$ cat src/rtl/uart_rx_deframer.sv
// UART receive deframer: synchronises RXD, validates the start bit, mid-bit samples
// 5-8 data bits, optional parity and the first stop bit, and reports one character per frame.
module uart_rx_deframer #(
  parameter logic [15:0] MIN_DIV = 16'd4
) (
  input  logic        PCLK,
  input  logic        PRESET,
  input  logic        rxd,
  input  logic [15:0] div,
  input  logic [1:0]  wls,
  input  logic        pen,
  input  logic        eps,
  input  logic        sp,
  output logic [7:0]  rx_data,
  output logic        rx_valid,
  output logic        pe,
  output logic        fe,
  output logic        bi,
  output logic        busy
);

  typedef enum logic [2:0] {
    S_IDLE,
    S_START,
    S_DATA,
    S_PARITY,
    S_STOP,
    S_BRKWAIT
  } state_t;

  state_t      state_q, state_d;
  logic [1:0]  sync_q, sync_d;
  logic [15:0] cnt_q, cnt_d;
  logic [2:0]  bit_idx_q, bit_idx_d;
  logic [7:0]  data_q, data_d;
  logic        par_bit_q, par_bit_d;

  // Line configuration captured at start detection, held for the whole frame
  logic [15:0] div_q, div_d;
  logic [1:0]  wls_q, wls_d;
  logic        pen_q, pen_d;
  logic        eps_q, eps_d;
  logic        sp_q, sp_d;

  logic [7:0]  rx_data_q, rx_data_d;
  logic        rx_valid_q, rx_valid_d;
  logic        pe_q, pe_d;
  logic        fe_q, fe_d;
  logic        bi_q, bi_d;

  logic        rxd_s;
  logic        expiry;
  logic [15:0] div_clamped;
  logic [2:0]  last_idx;
  logic [7:0]  data_mask;
  logic        exp_par;
  logic        brk;

  assign rxd_s       = sync_q[1];
  assign sync_d      = {sync_q[0], rxd};
  assign expiry      = (cnt_q == 16'd0);
  assign div_clamped = (div < MIN_DIV) ? MIN_DIV : div;
  assign last_idx    = 3'd4 + {1'b0, wls_q};
  assign data_mask   = 8'hFF >> (2'd3 - wls_q);
  // Stick parity forces the bit to ~eps; otherwise even/odd over the data bits
  assign exp_par     = sp_q ? ~eps_q : (eps_q ? ^data_q : ~(^data_q));
  assign brk         = (data_q == 8'd0) && (!pen_q || !par_bit_q) && !rxd_s;

  always_comb begin
    state_d    = state_q;
    cnt_d      = cnt_q;
    bit_idx_d  = bit_idx_q;
    data_d     = data_q;
    par_bit_d  = par_bit_q;
    div_d      = div_q;
    wls_d      = wls_q;
    pen_d      = pen_q;
    eps_d      = eps_q;
    sp_d       = sp_q;
    rx_data_d  = rx_data_q;
    rx_valid_d = 1'b0;
    pe_d       = pe_q;
    fe_d       = fe_q;
    bi_d       = bi_q;

    case (state_q)
      S_IDLE: begin
        if (!rxd_s) begin
          div_d     = div_clamped;
          wls_d     = wls;
          pen_d     = pen;
          eps_d     = eps;
          sp_d      = sp;
          cnt_d     = (div_clamped >> 1) - 16'd1;
          data_d    = 8'd0;
          par_bit_d = 1'b0;
          state_d   = S_START;
        end
      end

      S_START: begin
        if (!expiry) begin
          cnt_d = cnt_q - 16'd1;
        end else if (rxd_s) begin
          state_d = S_IDLE;
        end else begin
          cnt_d     = div_q - 16'd1;
          bit_idx_d = 3'd0;
          state_d   = S_DATA;
        end
      end

      S_DATA: begin
        if (!expiry) begin
          cnt_d = cnt_q - 16'd1;
        end else begin
          data_d[bit_idx_q] = rxd_s;
          cnt_d             = div_q - 16'd1;
          if (bit_idx_q == last_idx) begin
            state_d = pen_q ? S_PARITY : S_STOP;
          end else begin
            bit_idx_d = bit_idx_q + 3'd1;
          end
        end
      end

      S_PARITY: begin
        if (!expiry) begin
          cnt_d = cnt_q - 16'd1;
        end else begin
          par_bit_d = rxd_s;
          cnt_d     = div_q - 16'd1;
          state_d   = S_STOP;
        end
      end

      S_STOP: begin
        if (!expiry) begin
          cnt_d = cnt_q - 16'd1;
        end else begin
          rx_valid_d = 1'b1;
          rx_data_d  = data_q & data_mask;
          pe_d       = pen_q && (par_bit_q != exp_par);
          fe_d       = !rxd_s;
          bi_d       = brk;
          // A framing error without break returns straight to IDLE so a low line resyncs as a start
          state_d    = brk ? S_BRKWAIT : S_IDLE;
        end
      end

      S_BRKWAIT: begin
        if (rxd_s) begin
          state_d = S_IDLE;
        end
      end

      default: begin
        state_d = S_IDLE;
      end
    endcase
  end

  always_ff @(posedge PCLK or posedge PRESET) begin
    if (PRESET) begin
      sync_q     <= 2'b11;
      state_q    <= S_IDLE;
      cnt_q      <= 16'd0;
      bit_idx_q  <= 3'd0;
      data_q     <= 8'd0;
      par_bit_q  <= 1'b0;
      div_q      <= MIN_DIV;
      wls_q      <= 2'd0;
      pen_q      <= 1'b0;
      eps_q      <= 1'b0;
      sp_q       <= 1'b0;
      rx_data_q  <= 8'd0;
      rx_valid_q <= 1'b0;
      pe_q       <= 1'b0;
      fe_q       <= 1'b0;
      bi_q       <= 1'b0;
    end else begin
      sync_q     <= sync_d;
      state_q    <= state_d;
      cnt_q      <= cnt_d;
      bit_idx_q  <= bit_idx_d;
      data_q     <= data_d;
      par_bit_q  <= par_bit_d;
      div_q      <= div_d;
      wls_q      <= wls_d;
      pen_q      <= pen_d;
      eps_q      <= eps_d;
      sp_q       <= sp_d;
      rx_data_q  <= rx_data_d;
      rx_valid_q <= rx_valid_d;
      pe_q       <= pe_d;
      fe_q       <= fe_d;
      bi_q       <= bi_d;
    end
  end

  assign rx_data  = rx_data_q;
  assign rx_valid = rx_valid_q;
  assign pe       = pe_q;
  assign fe       = fe_q;
  assign bi       = bi_q;
  assign busy     = (state_q != S_IDLE);

endmodule

$ cat config.mk
export PLATFORM = sky130hd
export DESIGN_NAME = uart_rx_deframer
export DESIGN_NICKNAME = d
export VERILOG_FILES = /design/src/rtl/uart_rx_deframer.sv
export SDC_FILE = /design/constraint.sdc
export NUM_CORES = 1
export LEC_CHECK = 0
export CORE_MARGIN = 5
export CORE_UTILIZATION = 50
export DETAILED_ROUTE_END_ITERATION = 6
export PLACE_DENSITY = 0.77
export SKIP_CTS_REPAIR_TIMING = 1
export SLEW_MARGIN = 20
export SYNTH_ARGS = -nofsm -noshare
export SYNTH_HDL_FRONTEND = slang
export SYNTH_SLANG_ARGS = --single-unit
$ cat constraint.sdc
create_clock -name PCLK -period 6.8 [get_ports PCLK]
set_input_delay 1.02 -clock PCLK [delete_from_list [all_inputs] [get_ports PCLK]]
set_output_delay 1.02 -clock PCLK [all_outputs]
set_load 0.1 [all_outputs]
==> metrics.md, run 1 <==
| Metric | Value |
|---|---|
| CP Buf/Inv Count | 1 |
| Sequential fraction of the synthesis area | 0.391 |
| Crit path max fanout | 5 |
| WL per Instance | 17.4 um |
| Syn-to-layout area delta | 14.7% |
| Final Max Tran Viols | 0 |
| GRT overflow | 0 |
| CTS sink count | 66 |
| Crit share post-route | 0.645 |
| Synth Instances | 487 |
| CTS tree | yes |
| Critical path class | primary input to flip-flop |
| Layout cells sized above 1 | 0.0788 |
| Worst hold endpoint | sync_q[1] |
| Max Root-Sink Buffers | 2 |
| Data arrival time of the critical path | 4.62 ns |
| Final hold vios | 0 |
| CP Data Required Time | 7.03 ns |
| Post-route ant nets | 0 |
| I/O pin total | 37 |
| Most common cell after layout, fill and taps aside | dfrtp_1 |
| Diode count | 0 |
| Status | complete, no violations |
| Hold Crit Start | sync_q[0] |
| Cells on worst reg2reg path | 9 |
| Peak VDD IR | 0.236 mV |
| Final Core Density | 0.591 |
| Die Area | 0.0104 mm2 |
| Slew headroom | 0.347 |
| Pwr dens | 295 mW/mm2 |
| CP delay by family, top | simple AND/OR/NAND/NOR gates |
| Total CTS buffers | 9 |
| CP Capture Type | flip-flop |
| Initial DRC Count | 373 |
| Crit-path cells | clkdlybuf4s50_1 > nor4_1 > nand4_1 > or2_2 > nand2_1 > ha_1 > nor4b_1 > nand2_1 > or3_1 > xnor2_1 > a221o_1 |
| Vias in the first global route | 3,636 |
| Global-route wire length before repair | 18,500 um |
| Total GRT Usage | 0.226 |
| Core Box Area | 0.00822 mm2 |
| Final Power | 0.00143 W |
| Post-Syn Area | 0.00423 mm2 |
| Distinct cell type count after synthesis | 63 |
| Initial Util | 0.515 |
| Hold Path Depth | 0 |
| Leakage power | 1.81 nW |
| DRC | 0 |
| Post-DP HPWL | 8060 um |
| RSZ-0062 raised after global routing | no |
| Routability-driven placement congestion ratio | 0.953 |
| Synth warnings | 0 |
| Critical-path top delay cell | nor4b_1 |
| Setup_tns | 0 ns |
| Pin count of the biggest net entering global routing | 67 |
| Reg2reg setup slack | 4.04 ns |
| H-tree levels | 3 |
| I/O Buffers | 36 |
| Vias | 3,900 |
| Reg clk slew, reported paths | 0.08 ns |
| Reg2reg end | cnt_q[6] |
| Syn_nets | 519 |
| Origin of the critical flop-to-flop path | cnt_q[0] |
| Hold Crit Class | flip-flop to flip-flop |
| Number of synthesized flops with an enable pin | 0 |
| Via/cell ratio | 6.24 |
| Layout Nets | 547 |
| Top FF cell, synth | dfrtp_1 |
| Slowest cell delay on critical path | 0.67 ns |
| Max Fclk | 228 MHz |
| Skew final | 0.00546 ns |
| Final setup violation count | 0 |
| DIE WIDTH | 102 um |
| Initial antenna violation count | 0 |
| Clk root buf | clkbuf_8 |
| Type of origin of the critical path | primary input |
| Most frequent CP cell | nand2_1 |
| Initial DRT Pass Iterations | 7 |
| Synthesized flop and latch total | 66 |
| Die height | 102 um |
| Ys async rst share | 1.00 |
| # rows | 33 |
| Final WL | 10,900 um |
| Synth Area per Inst | 8.69 um2 |
| Clock Latency Late Sink | 0.35 ns |
| Commonest non-fill, non-tap cells in the layout | dfrtp_1 (63), nand2_1 (53), nor2_1 (38) |
| Worst slew pin tran | 0.976 ns |
| Fillers | 704 |
| Min Tclk post-route | 4.38 ns |
| Max-Cap Viols | 0 |
==> worst max-delay path by stage <==
stage / depth (start not counted) / start / slack [ns] / to
4_1_cts: 11 / div[14] / 2.44 / cnt_q[10]
3_5_place_dp: 11 / div[14] / 2.09 / cnt_q[10]
6_report: 11 / div[14] / 2.42 / cnt_q[10]
5_1_grt: 11 / div[14] / 2.09 / cnt_q[10]
3_3_place_gp: 11 / div[14] / 2.23 / cnt_q[10]
2_1_floorplan: 10 / div[14] / 3.10 / cnt_q[10]
==> synthesized netlist by cell type, types with 5 or more instances <==
| cell | instances | area [um2] |
|---|---|---|
| nand4_1 | 5 | 31.3 |
| mux2_2 | 6 | 67.6 |
| a31oi_1 | 9 | 56.3 |
| or3_1 | 7 | 43.8 |
| inv_1 | 21 | 78.8 |
| nor2_1 | 38 | 143 |
| a21oi_1 | 20 | 100 |
| nand2_1 | 53 | 199 |
| o31ai_1 | 7 | 52.6 |
| ha_1 | 8 | 100 |
| dfrtp_1 | 63 | 1580 |
| o21ai_0 | 26 | 130 |
| xor2_1 | 8 | 70.1 |
| nor3_1 | 20 | 100 |
| buf_2 | 6 | 30.0 |
| nor4_1 | 11 | 68.8 |
| clkbuf_1 | 16 | 60.1 |
| nor2b_1 | 5 | 31.3 |
| nand2b_1 | 5 | 31.3 |
| xnor2_1 | 20 | 175 |
| mux2i_1 | 5 | 50.1 |
| or4_1 | 8 | 60.1 |
| nand3_1 | 18 | 90.1 |
| mux2_1 | 12 | 135 |
| o21ai_1 | 25 | 125 |
==> cells by family after synthesis <==
group / count (synthesis) / share of synthesized area
compound gates: 122 / 0.178
flops: 66 / 0.391
xor+xnor: 28 / 0.0579
mux: 23 / 0.0597
simple gates: 196 / 0.248
fa+ha+maj: 8 / 0.0236
buf+inv: 44 / 0.0417
==> flip-flops by register name (all words and copies together) (netlist names), 2 cells and up <==
register / count
bit_idx_q: 3
cnt_q: 16
data_q: 8
div_q: 16
rx_data: 8
state_q: 3
sync_q: 2
wls_q: 2
==> layout make-up <==
type | instances | area (um2) | area share
well taps | 105 | 131 | 0.0271
flip-flops and latches | 66 | 1660 | 0.341
multi-input cells | 377 | 2400 | 0.495
repair buffers | 40 | 390 | 0.0804
clock inverters | 4 | 51.3 | 0.0106
inverters | 21 | 78.8 | 0.0162
clock buffers | 12 | 145 | 0.0299
==> through the flow <==
step | std cells | worst slack (ns) | hold WS (ns) | area [um2]
after detailed placement | 609 | 2.09 | 0.352 | 4660
final | 625 | 2.42 | 0.359 | 4850
after global routing | 625 | 2.09 | 0.368 | 4850
after CTS | 625 | 2.44 | 0.362 | 4850
after global placement | 609 | 2.23 | 0.346 | 4660
after floorplan | 487 | 3.10 | 0.345 | 4230
==> metal layers <==
| metal | vias up | track usage | routed length (um) |
|---|---|---|---|
| li1 | 1841 | - | - |
| met1 | 1825 | 0.329 | 5100 |
| met2 | 202 | 0.332 | 4640 |
| met3 | 32 | 0.0457 | 820 |
| met4 | 0 | 0.0827 | 336 |
| met5 | - | 0 | 0 |
==> power by group <==
| part | internal [W] | switching, W |
|---|---|---|
| Combinational | 0.000205 | 0.000212 |
| Sequential | 0.000508 | 0.000169 |
| Clock | 0.000180 | 0.000160 |
| Total | 0.000893 | 0.000540 |
Note: power is estimated with default switching activity, not from simulation.
==> inputs of run 2 (changes only) <==
==> constraint.sdc (replaced) <==
create_clock -name PCLK -period 4.29 [get_ports PCLK]
set_input_delay 0.6435 -clock PCLK [delete_from_list [all_inputs] [get_ports PCLK]]
set_output_delay 0.6435 -clock PCLK [all_outputs]
set_load 0.1 [all_outputs]
==> run 2 against run 1 <==
Compared with the run above: utilization is 0.18 points higher; routed wire length is 1.2% higher; non-clock buffer count is 1 higher; hold slack worse by 0.0015 ns; die area stayed put; power is 59% higher; global-route usage is 0.33 points lower; clock skew is 0.0060 ns higher; final area is 0.31% higher; final cell count is 0.16% higher.
==> metrics.md, run 2 (synthesized netlist as in run 1, its figures left out) <==
| Metric | Value |
|---|---|
| RSZ-0062 raised after global routing | no |
| Initial Util | 0.515 |
| WL per Instance | 17.6 um |
| Hold Path Depth | 0 |
| Die height | 102 um |
| Vias in the first global route | 3,597 |
| Routability-driven placement congestion ratio | 0.977 |
| Slew headroom | 0.352 |
| Max Root-Sink Buffers | 2 |
| Critical path class | primary input to flip-flop |
| Initial antenna violation count | 0 |
| DRC | 0 |
| I/O pin total | 37 |
| Data arrival time of the critical path | 3.86 ns |
| CTS sink count | 66 |
| Biggest regs | cnt_q: 16 flops, div_q: 16 flops |
| H-tree levels | 3 |
| Final hold vios | 0 |
| Setup_tns | 0 ns |
| Hold Crit Start | sync_q[0] |
| Layout Nets | 548 |
| Commonest non-fill, non-tap cells in the layout | dfrtp_1 (63), nand2_1 (53), nor2_1 (38) |
| Max Fclk | 276 MHz |
| CTS tree | yes |
| Die Area | 0.0104 mm2 |
| Post-DP HPWL | 8120 um |
| Global-route wire length before repair | 18,100 um |
| Final instance area | 0.00487 mm2 |
| GRT overflow | 0 |
| Final setup violation count | 0 |
| Worst hold endpoint | sync_q[1] |
| Reg2reg end | cnt_q[5] |
| # rows | 33 |
| Origin of the critical flop-to-flop path | cnt_q[0] |
| Min Tclk post-route | 3.63 ns |
| Syn-to-layout area delta | 15.0% |
| Skew final | 0.0115 ns |
| Reg2reg setup slack | 1.24 ns |
| Hold Crit Class | flip-flop to flip-flop |
| Cells on worst reg2reg path | 9 |
| Initial DRT Pass Iterations | 6 |
| Layout cells sized above 1 | 0.0845 |
| Via/cell ratio | 6.25 |
| CP Data Required Time | 4.52 ns |
| Peak VDD IR | 0.268 mV |
| Most frequent CP cell | nand2_1 |
| Vias | 3,913 |
| DIE WIDTH | 102 um |
| Core Box Area | 0.00822 mm2 |
| Critical-path top delay cell | nor4_1 |
| Crit path max fanout | 5 |
| Fillers | 704 |
| Leakage power | 1.82 nW |
| Status | complete, no violations |
| Pwr dens | 467 mW/mm2 |
| Clk root buf | clkbuf_8 |
| Pin count of the biggest net entering global routing | 36 |
| Max-Cap Viols | 0 |
| Total GRT Usage | 0.222 |
| Clock Latency Late Sink | 0.35 ns |
| Crit-path cells | clkdlybuf4s50_1 > nor4_1 > nand4_1 > or2_2 > nand2_1 > ha_1 > nor4b_1 > buf_4 > nand2_1 > or3_1 > xnor2_1 > a221o_1 |
| Slowest cell delay on critical path | 0.57 ns |
| Diode count | 0 |
| Final WL | 11,000 um |
| I/O Buffers | 36 |
| Total CTS buffers | 9 |
| Most common cell after layout, fill and taps aside | dfrtp_1 |
| CP Capture Type | flip-flop |
| Post-route ant nets | 0 |
| Reg clk slew, reported paths | 0.07 ns |
| Worst slew pin tran | 0.970 ns |
| Type of origin of the critical path | primary input |
| CP Buf/Inv Count | 2 |
| Final Max Tran Viols | 0 |
| Placed inst area | 0.00467 mm2 |
| Initial DRC Count | 313 |
| CP delay by family, top | simple AND/OR/NAND/NOR gates |
| Crit share post-route | 0.846 |
==> run 2: where the power goes <==
group          switching (W)  total [W]  internal [W]
clock network       0.000265   0.000537      0.000272
logic               0.000339   0.000664      0.000325
registers           0.000267    0.00107      0.000806
==> run 2: how the worst max path moves through the flow <==
| stage | from | endpoint | slack, ns | cells past startpoint |
|---|---|---|---|---|
| final | div[14] | cnt_q[10] | 0.66 | 12 |
| after global routing | div[14] | cnt_q[10] | 0.38 | 12 |
| after CTS | div[14] | cnt_q[10] | 0.69 | 12 |
| after detailed placement | div[14] | cnt_q[10] | 0.33 | 12 |
| after global placement | div[14] | cnt_q[10] | 0.45 | 12 |
| after floorplan | div[14] | cnt_q[10] | 0.96 | 10 |
==> run 2: through the flow <==
stage | util | cells | hold WS [ns] | worst slack, ns | power (W)
after detailed placement | 0.568 | 610 | 0.348 | 0.327 | 0.00173
after global placement | 0.567 | 609 | 0.346 | 0.446 | 0.00170
final | 0.593 | 626 | 0.358 | 0.662 | 0.00227
after CTS | 0.593 | 626 | 0.359 | 0.694 | 0.00227
after global routing | 0.593 | 626 | 0.364 | 0.380 | 0.00242
after floorplan | - | 487 | 0.345 | 0.963 | 0.00153
==> run 2: cell type report <==
type	count	area, um2	area share
clock inverter	7	76.3	0.0157
sequential	66	1660	0.340
multi-input combinational	377	2400	0.493
tap	105	131	0.0270
clock buffer	9	124	0.0254
inverter	21	78.8	0.0162
timing repair buffer	41	402	0.0825
==> run 2: worst reg2reg max path, stage by stage (launching register included) <==
cell and delay [ns]:
dfrtp_1 0.41, inv_1 0.08, ha_1 0.23, nor4b_1 0.51, and4_1 0.66, a2bb2oi_1 0.36
buf_4 0.28, nand2b_1 0.10, o41ai_1 0.07, a211o_1 0.23
==> run 2: layer usage <==
metal | track usage | wire length, um | share of wire
met5 | 0 | 0 | 0
met4 | 0.0727 | 238 | 0.022
met3 | 0.0498 | 1030 | 0.093
met2 | 0.319 | 4760 | 0.43
met1 | 0.333 | 5000 | 0.45
==> inputs of run 3 (changes only) <==
==> constraint.sdc (replaced) <==
create_clock -name PCLK -period 3.5 [get_ports PCLK]
set_input_delay 0.525 -clock PCLK [delete_from_list [all_inputs] [get_ports PCLK]]
set_output_delay 0.525 -clock PCLK [all_outputs]
set_load 0.1 [all_outputs]
==> run 3 against run 2 <==
Compared with the run above: non-clock buffer count increased by 25; hold slack hardly changed; sequential power rose by 23%; first-iteration DRC count increased by 16%; die area unchanged; via count up 1.3%; sequential share of layout area is 1.1 points lower; final area up 3.3%; critical path depth rose by 1.
==> metrics.md, run 3 (synthesized netlist as in run 1, its figures left out) <==
| Metric | Value |
|---|---|
| Hold Crit Start | sync_q[0] |
| H-tree levels | 3 |
| Pin count of the biggest net entering global routing | 46 |
| DR WL met3 | 914 um |
| CP Capture Type | flip-flop |
| Reg2reg setup slack | 0.59 ns |
| CP Data Required Time | 3.74 ns |
| Max Fclk | 315 MHz |
| Core Box Area | 0.00822 mm2 |
| Commonest non-fill, non-tap cells in the layout | dfrtp_1 (63), nand2_1 (53), nor2_1 (38) |
| Final Core Density | 0.612 |
| Routed wl met2 | 5090 um |
| Reg2reg end | cnt_q[10] |
| I/O pin total | 37 |
| Vias | 3,965 |
| Slowest cell delay on critical path | 0.42 ns |
| Layout cells sized above 1 | 0.128 |
| Diode count | 0 |
| Peak VDD IR | 0.421 mV |
| Crit path max fanout | 5 |
| Most common cell after layout, fill and taps aside | dfrtp_1 |
| Global-route wire length before repair | 19,100 um |
| Worst slew pin tran | 1.01 ns |
| I/O Buffers | 36 |
| Flop pwr share | 0.478 |
| CP delay by family, top | simple AND/OR/NAND/NOR gates |
| Critical path class | primary input to flip-flop |
| Cells on worst reg2reg path | 5 |
| Skew final | 0.00953 ns |
| Post-DP HPWL | 8460 um |
| Vias in the first global route | 3,779 |
| Clock network power share | 0.216 |
| Routability-driven placement congestion ratio | 0.963 |
| CP Buf/Inv Count | 3 |
| Final setup violation count | 0 |
| Via/cell ratio | 6.09 |
| P_sw | 0.00109 W |
| Initial DRT Pass Iterations | 5 |
| Reg clk slew, reported paths | 0.08 ns |
| Origin of the critical flop-to-flop path | state_q[0] |
| Worst hold endpoint | sync_q[1] |
| Total GRT Usage | 0.234 |
| Metal-1 WL | 5170 um |
| Data arrival time of the critical path | 3.41 ns |
| Final Power | 0.00276 W |
| Initial antenna violation count | 0 |
| Initial Util | 0.515 |
| RSZ-0062 raised after global routing | no |
| Combinational power share | 0.306 |
| Crit-path cells | clkdlybuf4s50_1 > nor4_1 > buf_4 > nand4_1 > or2_2 > nand2_1 > ha_1 > nor4b_1 > buf_4 > nand2_1 > or3_1 > xnor2_1 > a221o_1 |
| Internal power | 0.00166 W |
| # rows | 33 |
| Hold Path Depth | 0 |
| Total CTS buffers | 9 |
| Status | complete, no violations |
| Sw Share | 0.396 |
| Clock Latency Late Sink | 0.35 ns |
| Biggest regs | cnt_q: 16 flops, div_q: 16 flops |
| Clk root buf | clkbuf_8 |
| WL per Instance | 17.6 um |
| Pwr dens | 548 mW/mm2 |
| DRC | 0 |
| Max Root-Sink Buffers | 2 |
| GRT overflow | 0 |
| DR top layer | met4 |
| Crit share post-route | 0.906 |
| Syn-to-layout area delta | 18.8% |
| Hold Crit Class | flip-flop to flip-flop |
| Layout Nets | 573 |
| Leakage power | 1.93 nW |
| Slew headroom | 0.326 |
| Setup_tns | 0 ns |
| Final hold vios | 0 |
| Post-route ant nets | 0 |
| Final Max Tran Viols | 0 |
| Max-Cap Viols | 0 |
| CTS sink count | 66 |
| Min Tclk post-route | 3.17 ns |
| Type of origin of the critical path | primary input |
| Critical-path top delay cell | clkdlybuf4s50_1 |
| DIE WIDTH | 102 um |
| Final WL | 11,400 um |
| Initial DRC Count | 364 |
| Die Area | 0.0104 mm2 |
| CTS tree | yes |
| Die height | 102 um |
[run 3: cell types whose count changed in the layout (fill, tap and decap cells not counted), sizes merged]
cell	before	now
inv	23	22
clkinvlp	2	3
clkinv	2	3
clkdlybuf4s50	36	35
bufinv	1	0
buf	5	31
[run 3: metal layers]
metal | up-vias | global-route usage
li1 | 1888 | -
met1 | 1858 | 0.344
met2 | 197 | 0.338
met3 | 22 | 0.0464
met4 | 0 | 0.0928
met5 | - | 0
[run 3: worst max-delay path by stage]
stage                  from        end  slack [ns]  cells past startpoint
global route        div[14]  cnt_q[10]        0.09                     13
floorplan           div[14]  cnt_q[10]        0.29                     10
detailed placement  div[14]  cnt_q[10]       -0.02                     13
global placement    div[14]  cnt_q[10]        0.04                     13
CTS                 div[14]  cnt_q[10]        0.34                     13
finish              div[14]  cnt_q[10]        0.33                     13
[run 3: final cells by class]
| cell class | instances | area (um2) |
|---|---|---|
| repair buffers | 66 | 583 |
| multi-input cells | 377 | 2400 |
| inverters | 21 | 80.1 |
| clock inverters | 7 | 53.8 |
| fillers | 697 | 3190 |
| flip-flops and latches | 66 | 1660 |
| clock buffers | 9 | 124 |
| well taps | 105 | 131 |
[run 3: through the flow]
stage	setup slack, ns	instance area [um2]	cells	hold WS [ns]
floorplan	0.292	4230	487	0.345
CTS	0.345	5030	651	0.359
global route	0.0909	5030	651	0.360
detailed placement	-0.0223	4850	635	0.347
global placement	0.0420	4850	635	0.346
finish	0.329	5030	651	0.358
[run 3: power by group through the flow]
stage               clock network (W)  logic [W]  registers [W]
detailed placement                  0   0.000832        0.00132
floorplan                           0   0.000677        0.00120
global placement                    0   0.000795        0.00129
finish                       0.000595   0.000842        0.00132
global route                 0.000642   0.000932        0.00135
CTS                          0.000610   0.000839        0.00131
